===== src/rtl/buzzer_pkg.sv =====
// Shared definitions for the buzzer request path and the buzzer driver:
// FSM states, beep-type encoding, default timing and counter sizing helpers.
package buzzer_pkg;

  typedef enum logic [2:0] {
    StIdle,
    StSetup,
    StStrobe,
    StWait,
    StGap
  } buzz_state_e;

  localparam logic BEEP_SHORT = 1'b0;
  localparam logic BEEP_LONG  = 1'b1;

  // Defaults shared with the driver so both agree on tone period and beep lengths.
  localparam int unsigned DEF_PERIOD_CYC = 12500;
  localparam int unsigned DEF_SHORT_PER  = 4;
  localparam int unsigned DEF_LONG_PER   = 255;
  localparam int unsigned DEF_GUARD_CYC  = 8;
  localparam int unsigned DEF_GAP_CYC    = 50000;
  localparam int unsigned DEF_FIFO_DEPTH = 4;

  function automatic int unsigned max_u(input int unsigned a, input int unsigned b);
    return (a > b) ? a : b;
  endfunction

  // Bits needed to hold any value 0..max_val.
  function automatic int unsigned cnt_width(input int unsigned max_val);
    return (max_val < 1) ? 1 : $clog2(max_val + 1);
  endfunction

endpackage


===== src/rtl/buzzer_req_fifo.sv =====
// Small 1-bit synchronous FIFO with circular pointers and an occupancy counter.
// Depth must be a power of two (pointers wrap naturally), minimum 2.
module buzzer_req_fifo #(
  parameter int unsigned  Depth = 4,
  localparam int unsigned PtrW  = (Depth > 1) ? $clog2(Depth) : 1,
  localparam int unsigned CntW  = $clog2(Depth + 1)
) (
  input  logic            clk_i,
  input  logic            rst_ni,
  input  logic            flush_i,
  input  logic            push_i,
  input  logic            wdata_i,
  input  logic            pop_i,
  output logic            rdata_o,
  output logic            full_o,
  output logic            empty_o,
  output logic [CntW-1:0] count_o
);

  logic [Depth-1:0] mem_q, mem_d;
  logic [PtrW-1:0]  wr_ptr_q, wr_ptr_d;
  logic [PtrW-1:0]  rd_ptr_q, rd_ptr_d;
  logic [CntW-1:0]  cnt_q, cnt_d;
  logic             do_push, do_pop;

  assign full_o  = (cnt_q == CntW'(Depth));
  assign empty_o = (cnt_q == '0);
  assign count_o = cnt_q;
  assign rdata_o = mem_q[rd_ptr_q];

  // A pop in the same cycle frees the slot, so a push into a full FIFO is accepted.
  assign do_pop  = pop_i & ~empty_o;
  assign do_push = push_i & (~full_o | do_pop);

  always_comb begin
    mem_d    = mem_q;
    wr_ptr_d = wr_ptr_q;
    rd_ptr_d = rd_ptr_q;
    cnt_d    = cnt_q;
    if (flush_i) begin
      wr_ptr_d = '0;
      rd_ptr_d = '0;
      cnt_d    = '0;
    end else begin
      if (do_push) begin
        mem_d[wr_ptr_q] = wdata_i;
        wr_ptr_d        = wr_ptr_q + PtrW'(1);
      end
      if (do_pop) begin
        rd_ptr_d = rd_ptr_q + PtrW'(1);
      end
      if (do_push && !do_pop) begin
        cnt_d = cnt_q + CntW'(1);
      end else if (do_pop && !do_push) begin
        cnt_d = cnt_q - CntW'(1);
      end
    end
  end

  always_ff @(posedge clk_i or negedge rst_ni) begin
    if (!rst_ni) begin
      mem_q    <= '0;
      wr_ptr_q <= '0;
      rd_ptr_q <= '0;
      cnt_q    <= '0;
    end else begin
      mem_q    <= mem_d;
      wr_ptr_q <= wr_ptr_d;
      rd_ptr_q <= rd_ptr_d;
      cnt_q    <= cnt_d;
    end
  end

endmodule


===== src/rtl/buzzer_req_ctrl.sv =====
// Request sequencer for the buzzer driver: queues short/long beep events, issues one
// SEL/EN handshake at a time, times the beep window and enforces a silent gap.
module buzzer_req_ctrl
  import buzzer_pkg::*;
#(
  parameter int unsigned PERIOD_CYC = DEF_PERIOD_CYC,
  parameter int unsigned SHORT_PER  = DEF_SHORT_PER,
  parameter int unsigned LONG_PER   = DEF_LONG_PER,
  parameter int unsigned GUARD_CYC  = DEF_GUARD_CYC,
  parameter int unsigned GAP_CYC    = DEF_GAP_CYC,
  parameter int unsigned FIFO_DEPTH = DEF_FIFO_DEPTH
) (
  input  logic CLK_LOW,
  input  logic RST_N,
  input  logic KEY_BEEP,
  input  logic ERR_BEEP,
  input  logic BEEP_MUTE,
  output logic BUZZER_EN,
  output logic BUZZER_SEL,
  output logic BUSY,
  output logic REQ_DROP
);

  localparam int unsigned ShortWin = SHORT_PER * PERIOD_CYC + GUARD_CYC;
  localparam int unsigned LongWin  = LONG_PER * PERIOD_CYC + GUARD_CYC;
  localparam int unsigned CntW     = cnt_width(max_u(max_u(LongWin, ShortWin), GAP_CYC));
  localparam int unsigned FifoCntW = $clog2(FIFO_DEPTH + 1);

  buzz_state_e         state_q, state_d;
  logic [CntW-1:0]     cnt_q, cnt_d;
  logic                strb2_q, strb2_d;
  logic                sel_q, sel_d;
  logic                en_q, en_d;
  logic                drop_q, drop_d;

  logic                fifo_push, fifo_pop, fifo_wdata, fifo_rdata;
  logic                fifo_full, fifo_empty;
  logic [FifoCntW-1:0] fifo_count;
  logic                push_req;

  buzzer_req_fifo #(
    .Depth (FIFO_DEPTH)
  ) u_fifo (
    .clk_i   (CLK_LOW),
    .rst_ni  (RST_N),
    .flush_i (BEEP_MUTE),
    .push_i  (fifo_push),
    .wdata_i (fifo_wdata),
    .pop_i   (fifo_pop),
    .rdata_o (fifo_rdata),
    .full_o  (fifo_full),
    .empty_o (fifo_empty),
    .count_o (fifo_count)
  );

  // A simultaneous key and error event collapses to one long request.
  always_comb begin
    push_req   = KEY_BEEP | ERR_BEEP;
    fifo_wdata = ERR_BEEP ? BEEP_LONG : BEEP_SHORT;
    fifo_push  = push_req & ~BEEP_MUTE & (~fifo_full | fifo_pop);
    drop_d     = (push_req & ~fifo_push) | (KEY_BEEP & ERR_BEEP);
  end

  always_comb begin
    state_d  = state_q;
    cnt_d    = cnt_q;
    strb2_d  = strb2_q;
    sel_d    = sel_q;
    fifo_pop = 1'b0;
    case (state_q)
      StIdle: begin
        // The type register drives SEL directly, so SEL is stable throughout SETUP.
        if (!fifo_empty && !BEEP_MUTE) begin
          fifo_pop = 1'b1;
          sel_d    = fifo_rdata;
          state_d  = StSetup;
        end
      end
      StSetup: begin
        strb2_d = 1'b0;
        state_d = StStrobe;
      end
      StStrobe: begin
        if (!strb2_q) begin
          strb2_d = 1'b1;
        end else begin
          strb2_d = 1'b0;
          cnt_d   = (sel_q == BEEP_LONG) ? CntW'(LongWin) : CntW'(ShortWin);
          state_d = StWait;
        end
      end
      StWait: begin
        // Mute is ignored here: the driver cannot be stopped mid-beep.
        if (cnt_q <= CntW'(1)) begin
          cnt_d   = CntW'(GAP_CYC);
          state_d = StGap;
        end else begin
          cnt_d = cnt_q - CntW'(1);
        end
      end
      StGap: begin
        if (cnt_q <= CntW'(1)) begin
          cnt_d   = '0;
          state_d = StIdle;
        end else begin
          cnt_d = cnt_q - CntW'(1);
        end
      end
      default: begin
        cnt_d   = '0;
        strb2_d = 1'b0;
        state_d = StIdle;
      end
    endcase
    en_d = (state_d == StStrobe);
  end

  always_ff @(posedge CLK_LOW or negedge RST_N) begin
    if (!RST_N) begin
      state_q <= StIdle;
      cnt_q   <= '0;
      strb2_q <= 1'b0;
      sel_q   <= BEEP_SHORT;
      en_q    <= 1'b0;
      drop_q  <= 1'b0;
    end else begin
      state_q <= state_d;
      cnt_q   <= cnt_d;
      strb2_q <= strb2_d;
      sel_q   <= sel_d;
      en_q    <= en_d;
      drop_q  <= drop_d;
    end
  end

  assign BUZZER_EN  = en_q;
  assign BUZZER_SEL = sel_q;
  assign REQ_DROP   = drop_q;
  assign BUSY       = (state_q != StIdle) || (fifo_count != '0);

endmodule

===== config.mk =====
export PLATFORM = sky130hd
export DESIGN_NAME = buzzer_req_ctrl
export DESIGN_NICKNAME = d
export VERILOG_FILES = /design/src/rtl/buzzer_pkg.sv /design/src/rtl/buzzer_req_fifo.sv /design/src/rtl/buzzer_req_ctrl.sv
export SDC_FILE = /design/constraint.sdc
export NUM_CORES = 1
export LEC_CHECK = 0
export ABC_AREA = 1
export CAP_MARGIN = 30
export CORE_ASPECT_RATIO = 1.2
export CORE_MARGIN = 2
export CORE_UTILIZATION = 50
export CTS_CLUSTER_SIZE = 20
export DETAILED_ROUTE_END_ITERATION = 10
export GPL_ROUTABILITY_DRIVEN = 0
export PLACE_DENSITY = 0.75
export SLEW_MARGIN = 20
export SYNTH_ARGS = -nofsm -noshare
export SYNTH_HDL_FRONTEND = slang
export SYNTH_SLANG_ARGS = --single-unit
export TNS_END_PERCENT = 30

===== constraint.sdc =====
create_clock -name CLK_LOW -period 1.9 [get_ports CLK_LOW]
set_clock_uncertainty 0.15 [all_clocks]
set_input_delay 0.38 -clock CLK_LOW [delete_from_list [all_inputs] [get_ports CLK_LOW]]
set_output_delay 0.38 -clock CLK_LOW [all_outputs]
set_load 0.01 [all_outputs]

==> results of run 1 <==
-- path summary, 6_finish.rpt --
path	from	endpoint	depth (start not counted)	slack [ns]
min in group asynchronous	RST_N	cnt_q[0]	3	0.53
min reg2reg	u_fifo.mem_q[1]	u_fifo.mem_q[1]	2	0.35
min	u_fifo.mem_q[1]	u_fifo.mem_q[1]	2	0.35
max	state_q[0]	u_fifo.count_o[2]	11	-0.04
max in group asynchronous	RST_N	u_fifo.rd_ptr_q[0]	3	0.72
max reg2reg	state_q[0]	u_fifo.count_o[2]	11	-0.04
-- synthesized netlist by cell type, types with 2 or more instances --
cell      count
a21oi_1       9
dfrtp_1      40
ha_1          6
inv_1        27
inv_2         6
nand2_1      66
nand2_2       3
nand3_1      25
nand4_1       3
nor2_1       51
nor2_2        7
nor2_4        2
nor3_2        2
o211ai_1      3
o21ai_0      14
o21ai_1       4
o21ai_2       3
o22ai_1       3
or2_2         2
xnor2_1       5
xor2_1       14
-- critical path, stage by stage (launching register included) --
cell	delay [ns]
dfrtp_1	0.39
nor2_2	0.14
nand2_2	0.07
inv_2	0.07
nand2_4	0.06
nor2_4	0.09
nor2_2	0.06
fa_2	0.33
xor2_1	0.15
xor2_1	0.16
nand3_1	0.06
o21ai_0	0.07
-- layout make-up --
class / count / share of cell area
timing repair buffer: 49 / 0.136
sequential: 40 / 0.336
clock buffer: 8 / 0.0302
tap: 58 / 0.0243
inverter: 33 / 0.0424
multi-input combinational: 231 / 0.432
-- per-layer routing --
metal | vias up | routed length [um] | track usage
met4 | 0 | 90 | 0.0776
met2 | 41 | 2910 | 0.390
met5 | - | 0 | 0
li1 | 1091 | - | -
met1 | 989 | 2270 | 0.271
met3 | 9 | 199 | 0.0453
-- report_power, final --
part	leakage, nW	switching [mW]	internal (mW)	total [mW]
Clock	0.0455	0.294	0.296	0.590
Sequential	0.492	0.141	1.01	1.15
Combinational	0.874	0.354	0.319	0.673
-- per-stage QoR --
step | std cells | worst slack (ns)
2_1_floorplan | 304 | -0.0762
3_3_place_gp | 406 | -0.295
3_5_place_dp | 406 | -0.356
4_1_cts | 415 | -0.0486
5_1_grt | 419 | -0.146
6_report | 419 | -0.0366
-- sequential cells by signal, summed over array words and instances (netlist names) --
| register | count |
|---|---|
| u_fifo.mem_q | 4 |
| u_fifo.wr_ptr_q | 2 |
| u_fifo.rd_ptr_q | 2 |
| state_q | 3 |
| cnt_q | 22 |
| BUZZER_SEL | 1 |
| strb2_q | 1 |
| u_fifo.count_o | 3 |
| BUZZER_EN | 1 |
| REQ_DROP | 1 |
-- layout by cell type, fill, tap and decap left out, drive strengths merged --
cell,netlist,routed
o2111ai,1,1
xnor2,5,5
clkbuf,0,8
o211ai,3,3
fa,1,1
dfrtp,40,40
o22ai,3,3
nor3,3,3
clkdlybuf4s15,0,1
dlygate4sd3,0,1
a31oi,1,1
xor2,14,14
clkdlybuf4s50,0,6
nand3,25,25
nand4,3,3
o21ai,21,22
or2,3,3
nor2b,1,1
nor2,60,60
buf,1,41
a21o,1,1
a22o,1,1
ha,6,6
nand2,69,69
inv,33,33
a21oi,9,9
-- timing repair --
action,in CTS,in global routing
gates cloned,0,1
resized for setup,2,22
buffers inserted,0,3
endpoints found under the hold margin,19,0
endpoints found under the setup margin,2,26
pin swaps,3,8
hold buffers,1,0
-- kinds of logic after synthesis --
| kind of cell | after synthesis | share of synthesized area |
|---|---|---|
| simple gates | 164 | 0.306 |
| xor+xnor | 19 | 0.0710 |
| flops | 40 | 0.427 |
| compound gates | 40 | 0.0998 |
| fa+ha+maj | 7 | 0.0406 |
| buf+inv | 34 | 0.0550 |
==> results.ini, run 1 <==
[logic_synthesis]
netlist_instances = 304
synth_cell_types = 30
yosys_most_used_dff = dfrtp_1
ys_ff_latch = 40
synth_edf_count = 0
ys_warn_count = 0
synth_seq_area_share = 0.427
synthTopCellsByArea = dfrtp_1, nand2_1, nor2_1
syn_nets = 316
syn_area_um2 = 2340
async_flop_share = 1.00
yosysTopAreaCellShare = 0.427
synth_top_area_cell = dfrtp_1
synth_area_per_cell_um2 = 7.71

[drt]
wl_per_cell_um = 13.0
drt_iter0_drc = 147
dr_total_vias = 2130
vias_per_cell = 5.08
antenna_left = 0
drc_errors = 0
first_pass_iters = 4
totalWireLength_um = 5460

[clocking]
path_clk_slew_ns = 0.07
cts_tree = done
cts.sink_count = 40
cts_buffers = 5
root_buffer = clkbuf_8
max-clock-path-buffers = 2
cts_htree_levels = 2
worstSkewPairLatency_ns = 0.30

[timing]
maxSlewViolCount = 0
slew_headroom = 0.585
finalSetupTns_ns = -0.0366
period_needed_ns = 1.94
fin_ws_ns = -0.0366
setup_violations = 1
post-route-period-util = 1.02
grt_setup_unrepaired = true
finalHoldViolCount = 0
whs_ns = 0.349
tightestPinTransition_ns = 0.621
max_freq_mhz = 516

[power]
p_per_area_nw_per_um2 = 809
finalPower_mw = 2.41
irDropWorstVdd_mv = 0.678
leakage_nw = 1.41

[min_path]
min_path_type = reg -> reg

[final_layout]
drive_gt1_frac = 0.249
fin_util = 0.654
area_delta_synth_final_pct = 27.3
multi_input_area_um2 = 1290
fin_nets = 372
seq_area_um2 = 1000
stdcell_area_um2 = 2980
nFillCells = 395
antenna_cells = 0

[placement]
dp_hpwl_um = 3870
place_area_um2 = 2780
portBuffers = 8

[worst_setup_path]
endpoint_kind = flip-flop
cp.required_ns = 1.93
crit_arrival_ns = 1.96
crit_path_max_fanout = 2
path_class = reg -> reg
worst_setup_path_start_kind = flip-flop

[floorplan]
dieArea_um2 = 5250
num_rows = 27
initial_core_util = 0.514
core_region_area_um2 = 4560
dieWidth_um = 66.5
die_h_um = 79.0
io_pins = 9

[run_status]
outcome = finished, violations left
failed_checks = negative setup slack

[global_routing]
grt_max_degree = 41
grtUsageTotal = 0.224
antenna_found_initial = 0
grt_pass1_wl_um = 8910
grt_overflow_total = 0
first_global_vias = 2030

[flow_run]
max-cap-violations = 0

No activity file was read; power rests on OpenSTA's default activity.
==> inputs of run 2 (changes only) <==
Settings changed: GPL_TIMING_DRIVEN from default to 0, PLACE_DENSITY 0.75 to 0.72, SLEW_MARGIN 20 to default.
Clock period 1.9 ns to 2.17 ns, I/O delays scaled along.
==> run 2 against run 1 <==
Against the previous run:
- the flow now finishes without violations
- final area fell by 11%
- sequential cell count unchanged
- global-route usage decreased by 1.9 points
- cell count fell by 8.6%
- register-to-register slack better by 0.15 ns
- core utilization fell by 7.0 points
- combinational power down 31%
- hold slack lost 0.0030 ns
- clock power down 13%
- critical path depth is 1 lower
==> results.ini, run 2 (synthesized netlist as in run 1, its figures left out) <==
[power]
irDropWorstVdd_mv = 0.607  ; -10%
leakage_nw = 1.21  ; -14%
p_per_area_nw_per_um2 = 749  ; -7.4%
finalPower_mw = 2.00  ; -17%

[final_layout]
area_delta_synth_final_pct = 13.7
antenna_cells = 0  ; unchanged
mostFrequentLayoutCells = nand2_1, nor2_1, dfrtp_1
largest_reg_flops = 22  ; unchanged
drive_gt1_frac = 0.129  ; -0.120
finalNonFillerCells = 383  ; -8.6%
largestRegisters = cnt_q x22, u_fifo.mem_q x4
fin_nets = 336  ; -9.7%
final_common_cell = nand2_1
largest-register = cnt_q

[global_routing]
antenna_found_initial = 0  ; unchanged
grt_max_degree = 41  ; unchanged
met1_usage = 0.254  ; -0.0171
grt_overflow_total = 0  ; unchanged
first_global_vias = 1865  ; -8.1%
met3_usage = 0.0467  ; +0.00142
grtUsageMet2 = 0.344  ; -0.0460
grtUsageTotal = 0.205  ; -0.0192
top_usage_layer = met2
grt_pass1_wl_um = 8160  ; -8.4%

[clocking]
worstSkewPairLatency_ns = 0.29  ; about the same
path_clk_slew_ns = 0.07  ; about the same
cts_htree_levels = 2  ; unchanged
cts.sink_count = 40  ; unchanged
cts_buffers = 5  ; unchanged
cts_tree = done
max-clock-path-buffers = 2  ; unchanged
root_buffer = clkbuf_8

[timing]
setup_violations = 0  ; -1
finalSetupTns_ns = 0  ; +0.0366 ns
maxSlewViolCount = 0  ; unchanged
post-route-period-util = 0.958
period_needed_ns = 2.08
finalHoldViolCount = 0  ; unchanged
tightestPinTransition_ns = 0.572  ; -0.0490 ns
slew_headroom = 0.618  ; +0.0327
max_freq_mhz = 481
grt_setup_unrepaired = true

[worst_setup_path]
crit_path_max_fanout = 3  ; +1
cp.required_ns = 2.19  ; +0.26 ns
endpoint_kind = flip-flop
worst_setup_path_start_kind = input port
crit_arrival_ns = 2.10  ; +0.14 ns
path_class = in -> reg

[floorplan]
num_rows = 27  ; unchanged
core_region_area_um2 = 4560  ; unchanged
initial_core_util = 0.514  ; unchanged
dieWidth_um = 66.5  ; unchanged
dieArea_um2 = 5250  ; unchanged
io_pins = 9  ; unchanged
die_h_um = 79.0  ; unchanged

[placement]
dp_hpwl_um = 3470  ; -10%
dp.cells = 371  ; -8.6%
portBuffers = 8  ; unchanged

[flow_run]
max-cap-violations = 0  ; unchanged

[drt]
wl_per_cell_um = 12.4  ; -5.0%
vias_per_cell = 5.12  ; +0.67%
first_pass_iters = 4  ; unchanged
antenna_left = 0  ; unchanged
drc_errors = 0  ; unchanged
drt_iter0_drc = 106  ; -28%
dr_total_vias = 1960  ; -8.0%
totalWireLength_um = 4740  ; -13%

[min_path]
min_path_type = reg -> reg

[run_status]
outcome = finished clean

run 2: worst paths after layout:
| path | from | endpoint | slack [ns] | cells past startpoint |
|---|---|---|---|---|
| setup / recovery | ERR_BEEP | u_fifo.count_o[2] | 0.09 | 10 |
| max in group asynchronous | RST_N | state_q[1] | 1.16 | 3 |
| min in group asynchronous | RST_N | cnt_q[2] | 0.48 | 3 |
| hold reg to reg | u_fifo.mem_q[3] | u_fifo.mem_q[3] | 0.35 | 2 |
| hold / removal | u_fifo.mem_q[3] | u_fifo.mem_q[3] | 0.35 | 2 |
| setup reg to reg | state_q[1] | u_fifo.count_o[2] | 0.11 | 11 |
run 2: cell type report:
type	instances	area [um2]
Buffer	1	5.00
Clock buffer	8	90.1
Fill cell	434	1900
Inverter	33	124
Multi-Input combinational cell	230	1250
Sequential cell	40	1000
Tap cell	58	72.6
Timing Repair Buffer	13	125
run 2: metrics by stage:
stage          worst slack [ns]  hold slack, ns  utilization  instance area [um2]
2_1_floorplan             0.150         -0.0116            -                 2340
3_3_place_gp             -0.507           0.320        0.547                 2500
3_5_place_dp             -0.382           0.275        0.551                 2510
4_1_cts                  0.0129           0.349        0.574                 2620
5_1_grt                -0.00897           0.381        0.584                 2670
6_report                 0.0910           0.346        0.584                 2670
run 2: power by group:
group          internal, mW  leakage [nW]  switching, mW
clock                 0.259        0.0455          0.253
sequential            0.883         0.491          0.136
combinational         0.204         0.677          0.261
run 2: worst max-delay path, cell delays in order:
cell and delay, ns:
clkdlybuf4s50_1 0.45, nor2_2 0.14, nor2_2 0.06, nand2_2 0.12, nor2_4 0.06, fa_1 0.37, xor2_1 0.16, xor2_1 0.16
nand3_1 0.07, o21ai_0 0.07
run 2: what timing repair did:
| item | 4_1_cts | 5_1_grt |
|---|---|---|
| setup endpoints to repair | 2 | 13 |
| setup buffers | 1 | 2 |
| endpoints found under the hold margin | 40 | 0 |
| pin swaps | 1 | 4 |
| gates resized for setup | 3 | 8 |
| hold buffers | 1 | 0 |
run 2: layer usage:
metal,share of wire,vias up
met1,0.45,914
li1,-,1017
met2,0.51,21
met3,0.021,8
met4,0.020,0
met5,0,-
